`config.mk`:
```
export PLATFORM = sky130hd
export DESIGN_NAME = token_scheduler_fsm_flat
export DESIGN_NICKNAME = d
export VERILOG_FILES = /design/src/rtl/token_scheduler_fsm_pkg.sv /design/src/rtl/token_scheduler_fsm_if.sv /design/src/rtl/token_scheduler_fsm_preheat_lane_counter.sv /design/src/rtl/token_scheduler_fsm.sv /design/src/flat_wrapper.sv
export SDC_FILE = /design/constraint.sdc
export NUM_CORES = 1
export LEC_CHECK = 0
export ABC_CLOCK_PERIOD_IN_PS = 2800
export CAP_MARGIN = 0
export CORE_MARGIN = 1
export CORE_UTILIZATION = 30
export DETAILED_ROUTE_END_ITERATION = 10
export DONT_BUFFER_PORTS = 1
export SYNTH_ARGS = -nofsm -noshare
export SYNTH_HDL_FRONTEND = slang
export SYNTH_SLANG_ARGS = --single-unit
```
`constraint.sdc`:
```
create_clock -name clk -period 2.8 [get_ports clk]
set_input_delay 0.42 -clock clk [delete_from_list [all_inputs] [get_ports clk]]
set_output_delay 0.42 -clock clk [all_outputs]
set_load 0.03 [all_outputs]
```
`src/rtl/token_scheduler_fsm_pkg.sv`:
```
// Shared token-engine definitions: layer-type encodings, scheduler states,
// default lane count and counter widths.
package token_scheduler_fsm_pkg;

    localparam int NUM_COL_DEFAULT = 32;
    localparam int PREHEAT_CNT_W   = 6;
    localparam int TILE_CNT_W      = 16;

    typedef enum logic [1:0] {
        LT_POINTWISE = 2'd0,
        LT_DEPTHWISE = 2'd1,
        LT_STANDARD  = 2'd2,
        LT_LINEAR    = 2'd3
    } layer_type_e;

    typedef enum logic [2:0] {
        ST_IDLE        = 3'd0,
        ST_PREHEAT     = 3'd1,
        ST_NORMAL_LOOP = 3'd2,
        ST_DRAIN       = 3'd3,
        ST_DONE        = 3'd4
    } sched_state_e;

    // A first pass has no partial sums yet, and depthwise layers never
    // accumulate across input channels, so both skip the ipsum FIFOs.
    function automatic logic ipsum_exempt(input logic first_pass, input layer_type_e layer_type);
        return first_pass || (layer_type == LT_DEPTHWISE);
    endfunction

endpackage

```
`src/rtl/token_scheduler_fsm_if.sv`:
```
// Per-lane FIFO status flags and pop/push strobes between the scheduler
// (master) and the FIFO bank (slave).
interface token_scheduler_fsm_if
    import token_scheduler_fsm_pkg::*;
#(
    parameter int NUM_COL = NUM_COL_DEFAULT
);

    logic [NUM_COL-1:0] ifmap_fifo_empty_i;
    logic [NUM_COL-1:0] ipsum_fifo_empty_i;
    logic [NUM_COL-1:0] opsum_fifo_afull_i;
    logic [NUM_COL-1:0] ifmap_fifo_pop_matrix_o;
    logic [NUM_COL-1:0] ipsum_fifo_pop_matrix_o;
    logic [NUM_COL-1:0] opsum_fifo_push_matrix_o;

    modport master (
        input  ifmap_fifo_empty_i,
        input  ipsum_fifo_empty_i,
        input  opsum_fifo_afull_i,
        output ifmap_fifo_pop_matrix_o,
        output ipsum_fifo_pop_matrix_o,
        output opsum_fifo_push_matrix_o
    );

    modport slave (
        output ifmap_fifo_empty_i,
        output ipsum_fifo_empty_i,
        output opsum_fifo_afull_i,
        input  ifmap_fifo_pop_matrix_o,
        input  ipsum_fifo_pop_matrix_o,
        input  opsum_fifo_push_matrix_o
    );

endinterface

```
`src/rtl/token_scheduler_fsm_preheat_lane_counter.sv`:
```
// One lane of the preheat phase: counts ifmap pops up to the preheat depth
// and reports when the lane has nothing left to preload.
module preheat_lane_counter
    import token_scheduler_fsm_pkg::*;
#(
    parameter int PREHEAT_DEPTH = 32
) (
    input  logic clk,
    input  logic rst_n,
    input  logic clear_i,
    input  logic active_i,
    input  logic col_en_i,
    input  logic fifo_empty_i,
    output logic pop_o,
    output logic lane_done_o
);

    localparam logic [PREHEAT_CNT_W-1:0] DEPTH = PREHEAT_CNT_W'(PREHEAT_DEPTH);

    logic [PREHEAT_CNT_W-1:0] cnt_q, cnt_d;

    // Pop whenever the lane is enabled, has data and still owes preheat tokens.
    always_comb begin
        pop_o = active_i && col_en_i && !fifo_empty_i && (cnt_q < DEPTH);
        cnt_d = cnt_q;
        if (clear_i) begin
            cnt_d = '0;
        end else if (pop_o) begin
            cnt_d = cnt_q + 1'b1;
        end
    end

    // Disabled lanes never hold up the exit from preheat.
    assign lane_done_o = !col_en_i || (cnt_q == DEPTH);

    // Pop counter register.
    always_ff @(posedge clk or negedge rst_n) begin
        if (!rst_n) begin
            cnt_q <= '0;
        end else begin
            cnt_q <= cnt_d;
        end
    end

endmodule

```
`src/rtl/token_scheduler_fsm.sv`:
```
// Token scheduler: preloads ifmap tokens into every active PE column, then
// issues lock-step beats across all active lanes, and reports completion.
module token_scheduler_fsm
    import token_scheduler_fsm_pkg::*;
#(
    parameter int NUM_COL       = NUM_COL_DEFAULT,
    parameter int PREHEAT_DEPTH = 32
) (
    input  logic                  clk,
    input  logic                  rst_n,
    input  logic                  start_i,
    input  logic [1:0]            layer_type_i,
    input  logic [TILE_CNT_W-1:0] cfg_num_tiles_i,
    input  logic [NUM_COL-1:0]    cfg_col_en_i,
    input  logic                  cfg_first_pass_i,
    token_scheduler_fsm_if.master fifo_if,
    output logic                  preheat_state_o,
    output logic                  normal_loop_state_o,
    output logic                  busy_o,
    output logic                  done_o
);

    sched_state_e          state_q, state_d;
    layer_type_e           layer_type_q, layer_type_d;
    logic [TILE_CNT_W-1:0] tiles_q, tiles_d;
    logic [TILE_CNT_W-1:0] beat_cnt_q, beat_cnt_d;
    logic [NUM_COL-1:0]    col_en_q, col_en_d;
    logic                  first_pass_q, first_pass_d;
    logic [NUM_COL-1:0]    push_q, push_d;

    logic [NUM_COL-1:0]    lane_pop;
    logic [NUM_COL-1:0]    lane_done;
    logic [NUM_COL-1:0]    lane_ok;
    logic [NUM_COL-1:0]    beat_mask;
    logic                  clear_cnt;
    logic                  ipsum_skip;
    logic                  beat;

    for (genvar c = 0; c < NUM_COL; c++) begin : g_lane
        preheat_lane_counter #(
            .PREHEAT_DEPTH (PREHEAT_DEPTH)
        ) u_lane (
            .clk          (clk),
            .rst_n        (rst_n),
            .clear_i      (clear_cnt),
            .active_i     (state_q == ST_PREHEAT),
            .col_en_i     (col_en_q[c]),
            .fifo_empty_i (fifo_if.ifmap_fifo_empty_i[c]),
            .pop_o        (lane_pop[c]),
            .lane_done_o  (lane_done[c])
        );
    end

    // A beat needs every enabled lane ready at once so lanes never drift apart.
    always_comb begin
        ipsum_skip = ipsum_exempt(first_pass_q, layer_type_q);
        lane_ok    = ~col_en_q | (~fifo_if.ifmap_fifo_empty_i
                                  & ({NUM_COL{ipsum_skip}} | ~fifo_if.ipsum_fifo_empty_i)
                                  & ~fifo_if.opsum_fifo_afull_i);
        beat       = (state_q == ST_NORMAL_LOOP) && (&lane_ok);
        beat_mask  = beat ? col_en_q : '0;
        push_d     = beat_mask;
    end

    // Next-state logic, config capture at start and beat counting.
    always_comb begin
        state_d      = state_q;
        layer_type_d = layer_type_q;
        tiles_d      = tiles_q;
        col_en_d     = col_en_q;
        first_pass_d = first_pass_q;
        beat_cnt_d   = beat_cnt_q;
        clear_cnt    = 1'b0;
        case (state_q)
            ST_IDLE: begin
                if (start_i) begin
                    layer_type_d = layer_type_e'(layer_type_i);
                    tiles_d      = cfg_num_tiles_i;
                    col_en_d     = cfg_col_en_i;
                    first_pass_d = cfg_first_pass_i;
                    beat_cnt_d   = '0;
                    clear_cnt    = 1'b1;
                    state_d      = ST_PREHEAT;
                end
            end
            ST_PREHEAT: begin
                if (&lane_done) begin
                    state_d = (tiles_q != '0) ? ST_NORMAL_LOOP : ST_DRAIN;
                end
            end
            ST_NORMAL_LOOP: begin
                if (beat) begin
                    beat_cnt_d = beat_cnt_q + 1'b1;
                    if (beat_cnt_d == tiles_q) begin
                        state_d = ST_DRAIN;
                    end
                end
            end
            ST_DRAIN: state_d = ST_DONE;
            ST_DONE:  state_d = ST_IDLE;
            default:  state_d = ST_IDLE;
        endcase
    end

    // State, latched configuration and registered opsum push mask.
    always_ff @(posedge clk or negedge rst_n) begin
        if (!rst_n) begin
            state_q      <= ST_IDLE;
            layer_type_q <= LT_POINTWISE;
            tiles_q      <= '0;
            col_en_q     <= '0;
            first_pass_q <= 1'b0;
            beat_cnt_q   <= '0;
            push_q       <= '0;
        end else begin
            state_q      <= state_d;
            layer_type_q <= layer_type_d;
            tiles_q      <= tiles_d;
            col_en_q     <= col_en_d;
            first_pass_q <= first_pass_d;
            beat_cnt_q   <= beat_cnt_d;
            push_q       <= push_d;
        end
    end

    // Phase flags decode only the registered state, so FIFO flags cannot glitch them.
    always_comb begin
        preheat_state_o                  = (state_q == ST_PREHEAT);
        normal_loop_state_o              = (state_q == ST_NORMAL_LOOP);
        busy_o                           = (state_q != ST_IDLE);
        done_o                           = (state_q == ST_DONE);
        fifo_if.ifmap_fifo_pop_matrix_o  = lane_pop | beat_mask;
        fifo_if.ipsum_fifo_pop_matrix_o  = ipsum_skip ? '0 : beat_mask;
        fifo_if.opsum_fifo_push_matrix_o = push_q;
    end

endmodule

```
`src/flat_wrapper.sv`:
```
// flat-port wrapper written by rule: the top's interface ports become plain ports
module token_scheduler_fsm_flat import token_scheduler_fsm_pkg::*;
#(
    parameter int NUM_COL       = NUM_COL_DEFAULT,
    parameter int PREHEAT_DEPTH = 32
)
  (clk, rst_n, start_i, layer_type_i, cfg_num_tiles_i, cfg_col_en_i, cfg_first_pass_i, preheat_state_o, normal_loop_state_o, busy_o, done_o, fifo_if_ifmap_fifo_empty_i, fifo_if_ipsum_fifo_empty_i, fifo_if_opsum_fifo_afull_i, fifo_if_ifmap_fifo_pop_matrix_o, fifo_if_ipsum_fifo_pop_matrix_o, fifo_if_opsum_fifo_push_matrix_o);
  token_scheduler_fsm_if #(.NUM_COL(NUM_COL)) fifo_if_i ();
  input  logic clk;
  input  logic rst_n;
  input  logic start_i;
  input  logic [1:0] layer_type_i;
  input  logic [TILE_CNT_W-1:0] cfg_num_tiles_i;
  input  logic [NUM_COL-1:0] cfg_col_en_i;
  input  logic cfg_first_pass_i;
  output logic preheat_state_o;
  output logic normal_loop_state_o;
  output logic busy_o;
  output logic done_o;
  input wire logic [$bits(fifo_if_i.ifmap_fifo_empty_i)-1:0] fifo_if_ifmap_fifo_empty_i;
  input wire logic [$bits(fifo_if_i.ipsum_fifo_empty_i)-1:0] fifo_if_ipsum_fifo_empty_i;
  input wire logic [$bits(fifo_if_i.opsum_fifo_afull_i)-1:0] fifo_if_opsum_fifo_afull_i;
  output wire logic [$bits(fifo_if_i.ifmap_fifo_pop_matrix_o)-1:0] fifo_if_ifmap_fifo_pop_matrix_o;
  output wire logic [$bits(fifo_if_i.ipsum_fifo_pop_matrix_o)-1:0] fifo_if_ipsum_fifo_pop_matrix_o;
  output wire logic [$bits(fifo_if_i.opsum_fifo_push_matrix_o)-1:0] fifo_if_opsum_fifo_push_matrix_o;
  assign fifo_if_i.ifmap_fifo_empty_i = fifo_if_ifmap_fifo_empty_i;
  assign fifo_if_i.ipsum_fifo_empty_i = fifo_if_ipsum_fifo_empty_i;
  assign fifo_if_i.opsum_fifo_afull_i = fifo_if_opsum_fifo_afull_i;
  assign fifo_if_ifmap_fifo_pop_matrix_o = fifo_if_i.ifmap_fifo_pop_matrix_o;
  assign fifo_if_ipsum_fifo_pop_matrix_o = fifo_if_i.ipsum_fifo_pop_matrix_o;
  assign fifo_if_opsum_fifo_push_matrix_o = fifo_if_i.opsum_fifo_push_matrix_o;
  token_scheduler_fsm #(.NUM_COL(NUM_COL), .PREHEAT_DEPTH(PREHEAT_DEPTH)) u_core (.clk(clk), .rst_n(rst_n), .start_i(start_i), .layer_type_i(layer_type_i), .cfg_num_tiles_i(cfg_num_tiles_i), .cfg_col_en_i(cfg_col_en_i), .cfg_first_pass_i(cfg_first_pass_i), .fifo_if(fifo_if_i), .preheat_state_o(preheat_state_o), .normal_loop_state_o(normal_loop_state_o), .busy_o(busy_o), .done_o(done_o));
endmodule
```
# == Word level (Yosys, flattened, before mapping) ==
# Index checks and enable logic that the tools add are counted.
# word_totals
ff_bits,294
in_bits,150
out_inout_bits,100
wordCells,467
# op_classes
add_sub_neg,33
n_lt_le_gt_ge,32
eq_ne,42
n_mux,77
bitwise_logic,9
n_reduce_logical,235
# op_table
cell,n
two-way mux 6 bit,64
"adder 6 x 1 -> 6 bit, second input constant",32
"== test 6 bit, second input constant",32
"< comparator 6 bit, second input constant",32
NOT 32 bit,4
logical AND 1 bit,97
OR 32 bit,3
nonzero test 2 bit,33
bitwise AND 32 bit,2
zero test 1 bit,64
two-way mux 32 bit,2
AND reduction 32 bit,2
logical OR 1 bit,33
two-way mux 16 bit,2
one-hot mux 16 bit (2 select lines),1
"adder 16 x 1 -> 16 bit, second input constant",1
== test 16 bit,1
nonzero test 16 bit,1
two-way mux 3 bit,4
one-hot mux 3 bit (4 select lines),1
"== test 3 x 2 -> 1 bit, second input constant",2
"!= test 2 x 1 -> 1 bit, second input constant",3
AND reduction 4 bit,1
"== test 3 x 1 -> 1 bit, second input constant",1
8 further kinds,10

# == Longest topological paths before layout ==
# depth
depth_word,10
depth_mapped,10
ltp_nobuf,8

# == By module ==
# Synthesis repeated with hierarchy kept, for this count alone.
# hier_totals
hier_cells,1721
hier_area_um2,16668.5
# modules_own_cells
mod,n_inst,cells_per_inst,area_each_um2,seq_area_each_um2
preheat_lane_counter,32,34,350.3,150.1
token_scheduler_fsm,1,633,5457.7,2552.4

# == Worst setup path after synthesis ==
# Ideal clock, no wire load.
# synth_timing
path_type,in2out
start,in fifo_if_ifmap_fifo_empty_i[26]
end,out fifo_if_ipsum_fifo_pop_matrix_o[10]
arrival_time_ns,2.090
required_time_ns,2.380
slack_ns,0.290
stages,7
n_path_buf,1
cell_sequence,o21ai_0 nand4_1 nor4_1 nand2_1 nor4_1 clkbuf_1 and2_1
# synth_via
elab_chain_len,8
# synth_lines
item,line,source
start: declaration,flat_wrapper.sv:20,input wire logic [$bits(fifo_if_i.ifmap_fifo_empty_i)-1:0] fifo_if_ifmap_fifo_empty_i;
NOT 32 bit,token_scheduler_fsm.sv:57,lane_ok = ~col_en_q | (~fifo_if.ifmap_fifo_empty_i
bitwise AND 32 bit,token_scheduler_fsm.sv:58,& ({NUM_COL{ipsum_skip}} | ~fifo_if.ipsum_fifo_empty_i)
bitwise AND 32 bit,token_scheduler_fsm.sv:59,& ~fifo_if.opsum_fifo_afull_i);
OR 32 bit,token_scheduler_fsm.sv:57,
AND reduction 32 bit,token_scheduler_fsm.sv:60,beat = (state_q == ST_NORMAL_LOOP) && (&lane_ok);
logical AND 1 bit,token_scheduler_fsm.sv:60,
two-way mux 32 bit,token_scheduler_fsm.sv:61,beat_mask = beat ? col_en_q : '0;
two-way mux 32 bit,token_scheduler_fsm.sv:133,fifo_if.ipsum_fifo_pop_matrix_o = ipsum_skip ? '0 : beat_mask;
end: declaration,flat_wrapper.sv:24,output wire logic [$bits(fifo_if_i.ipsum_fifo_pop_matrix_o)-1:0] fifo_if_ipsum_fifo_pop_matrix_o;
# No other way between the ends.

# == Final worst setup path ==
# layout_timing
start,reg u_core.col_en_q[9]
end,out fifo_if_ifmap_fifo_pop_matrix_o[28]
# layout_via
elab_chain_len,6
# layout_lines
item,line,source
start: declaration,token_scheduler_fsm.sv:27,"logic [NUM_COL-1:0] col_en_q, col_en_d;"
start signal: assignment,token_scheduler_fsm.sv:119,col_en_q <= col_en_d;
NOT 32 bit,token_scheduler_fsm.sv:57,
OR 32 bit,token_scheduler_fsm.sv:57,
AND reduction 32 bit,token_scheduler_fsm.sv:60,
logical AND 1 bit,token_scheduler_fsm.sv:60,
two-way mux 32 bit,token_scheduler_fsm.sv:61,
via u_core.beat_mask[28],token_scheduler_fsm.sv:34,logic [NUM_COL-1:0] beat_mask;
OR 32 bit,token_scheduler_fsm.sv:132,fifo_if.ifmap_fifo_pop_matrix_o = lane_pop | beat_mask;
end: declaration,flat_wrapper.sv:23,output wire logic [$bits(fifo_if_i.ifmap_fifo_pop_matrix_o)-1:0] fifo_if_ifmap_fifo_pop_matrix_o;
# The timed path passes the listed nets, and every way through them passes these cells.

==> flow_summary_export.csv <==
group,metric,value,unit
floorplan,core_area,0.0506,mm2
final_layout,utilization,40.6,%
setup_path,required,2.38,ns
timing,slew_violations,0,
logic_synthesis,synth_edf_count,0,
timing,rsz0062_at_grt,"yes",
timing,hold-worst-slack,-0.383,ns
logic_synthesis,netlist_area,0.0155,mm2
grt,antenna_found_initial,7,
route,routed_wl,51200,um
timing,setup_violations,73,
floorplan,start_util,30.7,%
logic_synthesis,ys_ff_latch,294,
power_and_ir_drop,ir_drop,0.000520,V
final_layout,drive_above_1_share,26.6,%
setup_path,max_stage_delay,0.48,ns
setup_path,crit_fanout,5,
grt,overflow,0,
final_layout,area_growth,32.4,%
clocking,clock_path_buffers,3,
timing,setup-tns-final,-28.65,ns
timing,max_freq,0.304,GHz
logic_synthesis,synth.top_cells.by_count,"dfrtp_1 (294), nor2_1 (206), nand2_1 (108)",
clocking,clk_pin_slew,0.06,ns
timing,slew_headroom,17.1,%
logic_synthesis,syn_avg_cell_area,9.99,um2
route,ant_nets,0,
clocking,clock_latency,0.55,ns
floorplan,num_io_pins,250,
route,drt_iter0_markers,720,
power_and_ir_drop,p_seq_share,34.8,%
timing,hold_viol_final,294,
clocking,hold_buffers,41,
floorplan,die_width,229,um
setup_path,worstPathCellList,"a22oi_2 -> buf_6 -> nand2_4 -> nor3_4 -> a31oi_4 -> nor3_4 -> buf_6 -> buf_12 -> clkbuf_16 -> and2_4 -> or2_4",
placed_design,hpwl,35900,um
logic_synthesis,netlist.area_leader.share,47.4,%
logic_synthesis,ys_warn_count,0,
power_and_ir_drop,switchingPower,6.33,mW
setup_path,crit_type,"reg -> out",
power_and_ir_drop,power-per-cell-area,838,mW/mm2
route,firstDrtPassIters,4,
logic_synthesis,synth_top_area_cell,"dfrtp_1",
timing,fin_crit,3.29,ns
placed_design,io_buffer_count,0,
grt,grt_pass1_wl,75900,um
setup_path,crit_path_end_kind,"primary output",
floorplan,std_cell_rows,82,
logic_synthesis,ys_types,54,
power_and_ir_drop,p_sw_share,36.8,%
power_and_ir_drop,intPower,10.9,mW
clocking,cts_buffers,37,
clocking,clockRootBuffer,"clkbuf_16",
timing,tightest_slew,1.24,ns
logic_synthesis,yosysMostFrequentCell,"dfrtp_1",
status,status,"finished with violations",
logic_synthesis,yosys-top-cells-area,"dfrtp_1 (47%), xor2_1 (5.8%), ha_1 (5.2%), nor2_1 (5.0%), mux2_2 (3.8%)",
clocking,cts.sinks,294,
route,vias_per_cell,4.95,
grt,first_global_vias,12400,
grt,grt.total_usage,19.1,%
power_and_ir_drop,leakage,9.18,nW
route,dr_total_vias,12200,
power_and_ir_drop,pwr-share-clk,28.8,%
clocking,htree_levels,2,
logic_synthesis,syn_nets,1767,
floorplan,fp.dieH,229,um
setup_path,crit_family,"simple AND/OR/NAND/NOR gates",
logic_synthesis,netlist_instances,1552,
setup_path,cp.arrival,2.87,ns
timing,fin_crit_sh,118,%
placed_design,place_congestion,0.841,
floorplan,die_area,0.0526,mm2
setup_path,slowest_stage,"dfrtp_2",
worst_hold_path,hp-class,"in -> async",
final_layout,layout.nets,1980,
logic_synthesis,synthArstFlopShare,100,%
clocking,cts_tree,"built",
status,violations,"hold timing, setup timing",
setup_path,start_kind,"register",
route,drc,0,
flow_run,drv_cap,0,
timing,layout_setup_ws,-0.493,ns
power_and_ir_drop,pwr-share-comb,36.4,%
setup_path,critPathBufInv,4,
logic_synthesis,ys.flop_type,"dfrtp_1",
logic_synthesis,ys_seq_area_share,47.4,%
timing,clock_skew,0.0287,ns
route,wl_per_cell,20.8,um
grt,grt_max_degree,295,
cell usage in the layout (no fill, tap or decap), types with 4 or more instances in the layout:
master and n:
mux2i_1 37, nor3b_1 37, nand2_1 106, nor3_1 33, buf_12 55, nand3_1 13
mux2_2 50, o21ai_0 25, buf_4 128, a31oi_1 28, a22oi_2 8, nor2b_1 32
and2_4 64, a22oi_1 20, buf_6 19, clkbuf_1 7, buf_8 4, dfrtp_1 278
o21ai_1 5, clkbuf_16 41, xnor2_1 48, dlygate4sd3_1 41, clkinv_2 7, nor2_1 205
inv_1 69, dfrtp_2 16, and3_1 14, xor2_1 103, ha_1 65, nor4_1 4
clkbuf_8 8, nand4_1 79, o21ai_2 13, or2_4 32, nor4b_1 31, a221o_1 7
layout make-up:
cell class                      instances  area [um2]
Timing Repair Buffer                  250        2820
Inverter                               70         264
Clock inverter                         11         136
Antenna cell                            3        7.51
Clock buffer                           54        1110
Tap cell                              672         841
Multi-Input combinational cell       1112        7960
Sequential cell                       294        7380
Fill cell                            4807       30100
sequential cells by signal, summed over array words and instances, names as in the netlist:
| register | count |
|---|---|
| u_core.beat_cnt_q | 16 |
| u_core.col_en_q | 32 |
| u_core.fifo_if.opsum_fifo_push_matrix_o | 32 |
| u_core.first_pass_q | 1 |
| u_core.g_lane.u_lane.cnt_q | 192 |
| u_core.layer_type_q | 2 |
| u_core.state_q | 3 |
| u_core.tiles_q | 16 |
through the flow:
stage,instance area (um2),instances,power (mW),setup WS [ns]
after floorplan,15500,1552,8.94,0.290
after global placement,17900,2315,11.5,-0.356
after detailed placement,17900,2315,11.7,-0.353
after CTS,20200,2442,17.1,-0.526
after global routing,20500,2466,18.1,-0.625
final,20500,2466,17.2,-0.493
layer usage:
metal / vias up / share of wire [%] / global-route usage [%]
met3: 94 / 7.1 / 5.55
li1: 5706 / - / -
met1: 6094 / 44 / 25.1
met5: - / 0.11 / 0
met2: 316 / 45 / 29.6
met4: 8 / 3.9 / 7.52
power by group through the flow:
stage               clock network (mW)  registers (mW)  logic, mW
floorplan                            0            5.70       3.24
global placement                     0            6.00       5.54
detailed placement                   0            6.04       5.62
CTS                               5.12            5.98       6.04
global route                      5.27            6.09       6.76
finish                            4.96            5.98       6.26
timing repair:
| action | 4_1_cts | 5_1_grt |
|---|---|---|
| gates cloned | 5 | 3 |
| gates resized for setup | 141 | 75 |
| endpoints found under the hold margin | 335 | 294 |
| endpoints found under the setup margin | 80 | 80 |
| pin swaps | 58 | 50 |
| buffers inserted | 20 | 27 |
path summary, 6_finish.rpt:
check,slack [ns],cells after the start,from,endpoint
max reg2reg,-0.08,15,u_core.col_en_q[9],u_core.beat_cnt_q[2]
max in group asynchronous,2.15,0,rst_n,u_core.col_en_q[9]
min reg2reg,0.51,1,u_core.layer_type_q[0],u_core.layer_type_q[0]
min in group clk,0.04,1,cfg_col_en_i[11],u_core.col_en_q[11]
max,-0.49,11,u_core.col_en_q[9],fifo_if_ifmap_fifo_pop_matrix_o[28]
min,-0.38,0,rst_n,u_core.layer_type_q[0]
kinds of logic after synthesis:
| group | count (synthesis) | synth area share, % |
|---|---|---|
| multiplexers | 90 | 6.24 |
| AND/OR/NAND/NOR | 673 | 22.6 |
| AO/OA/AOI/OAI | 132 | 5.65 |
| flip-flops | 294 | 47.4 |
| XOR/XNOR | 151 | 8.53 |
| adder cells (fa/ha/maj) | 65 | 5.24 |
| buffers and inverters | 147 | 4.25 |
worst register-to-register path: stages (launching register included):
cell and delay [ns]:
dfrtp_2 0.48, a22oi_2 0.20, buf_6 0.15, nand2_4 0.08
nor3_4 0.30, a31oi_4 0.16, nor3_4 0.17, buf_6 0.19
clkbuf_16 0.17, buf_6 0.10, buf_6 0.08, buf_6 0.11
buf_12 0.14, buf_12 0.13, mux2i_1 0.20, a22o_1 0.15
No activity file was read; power rests on OpenSTA's default activity.
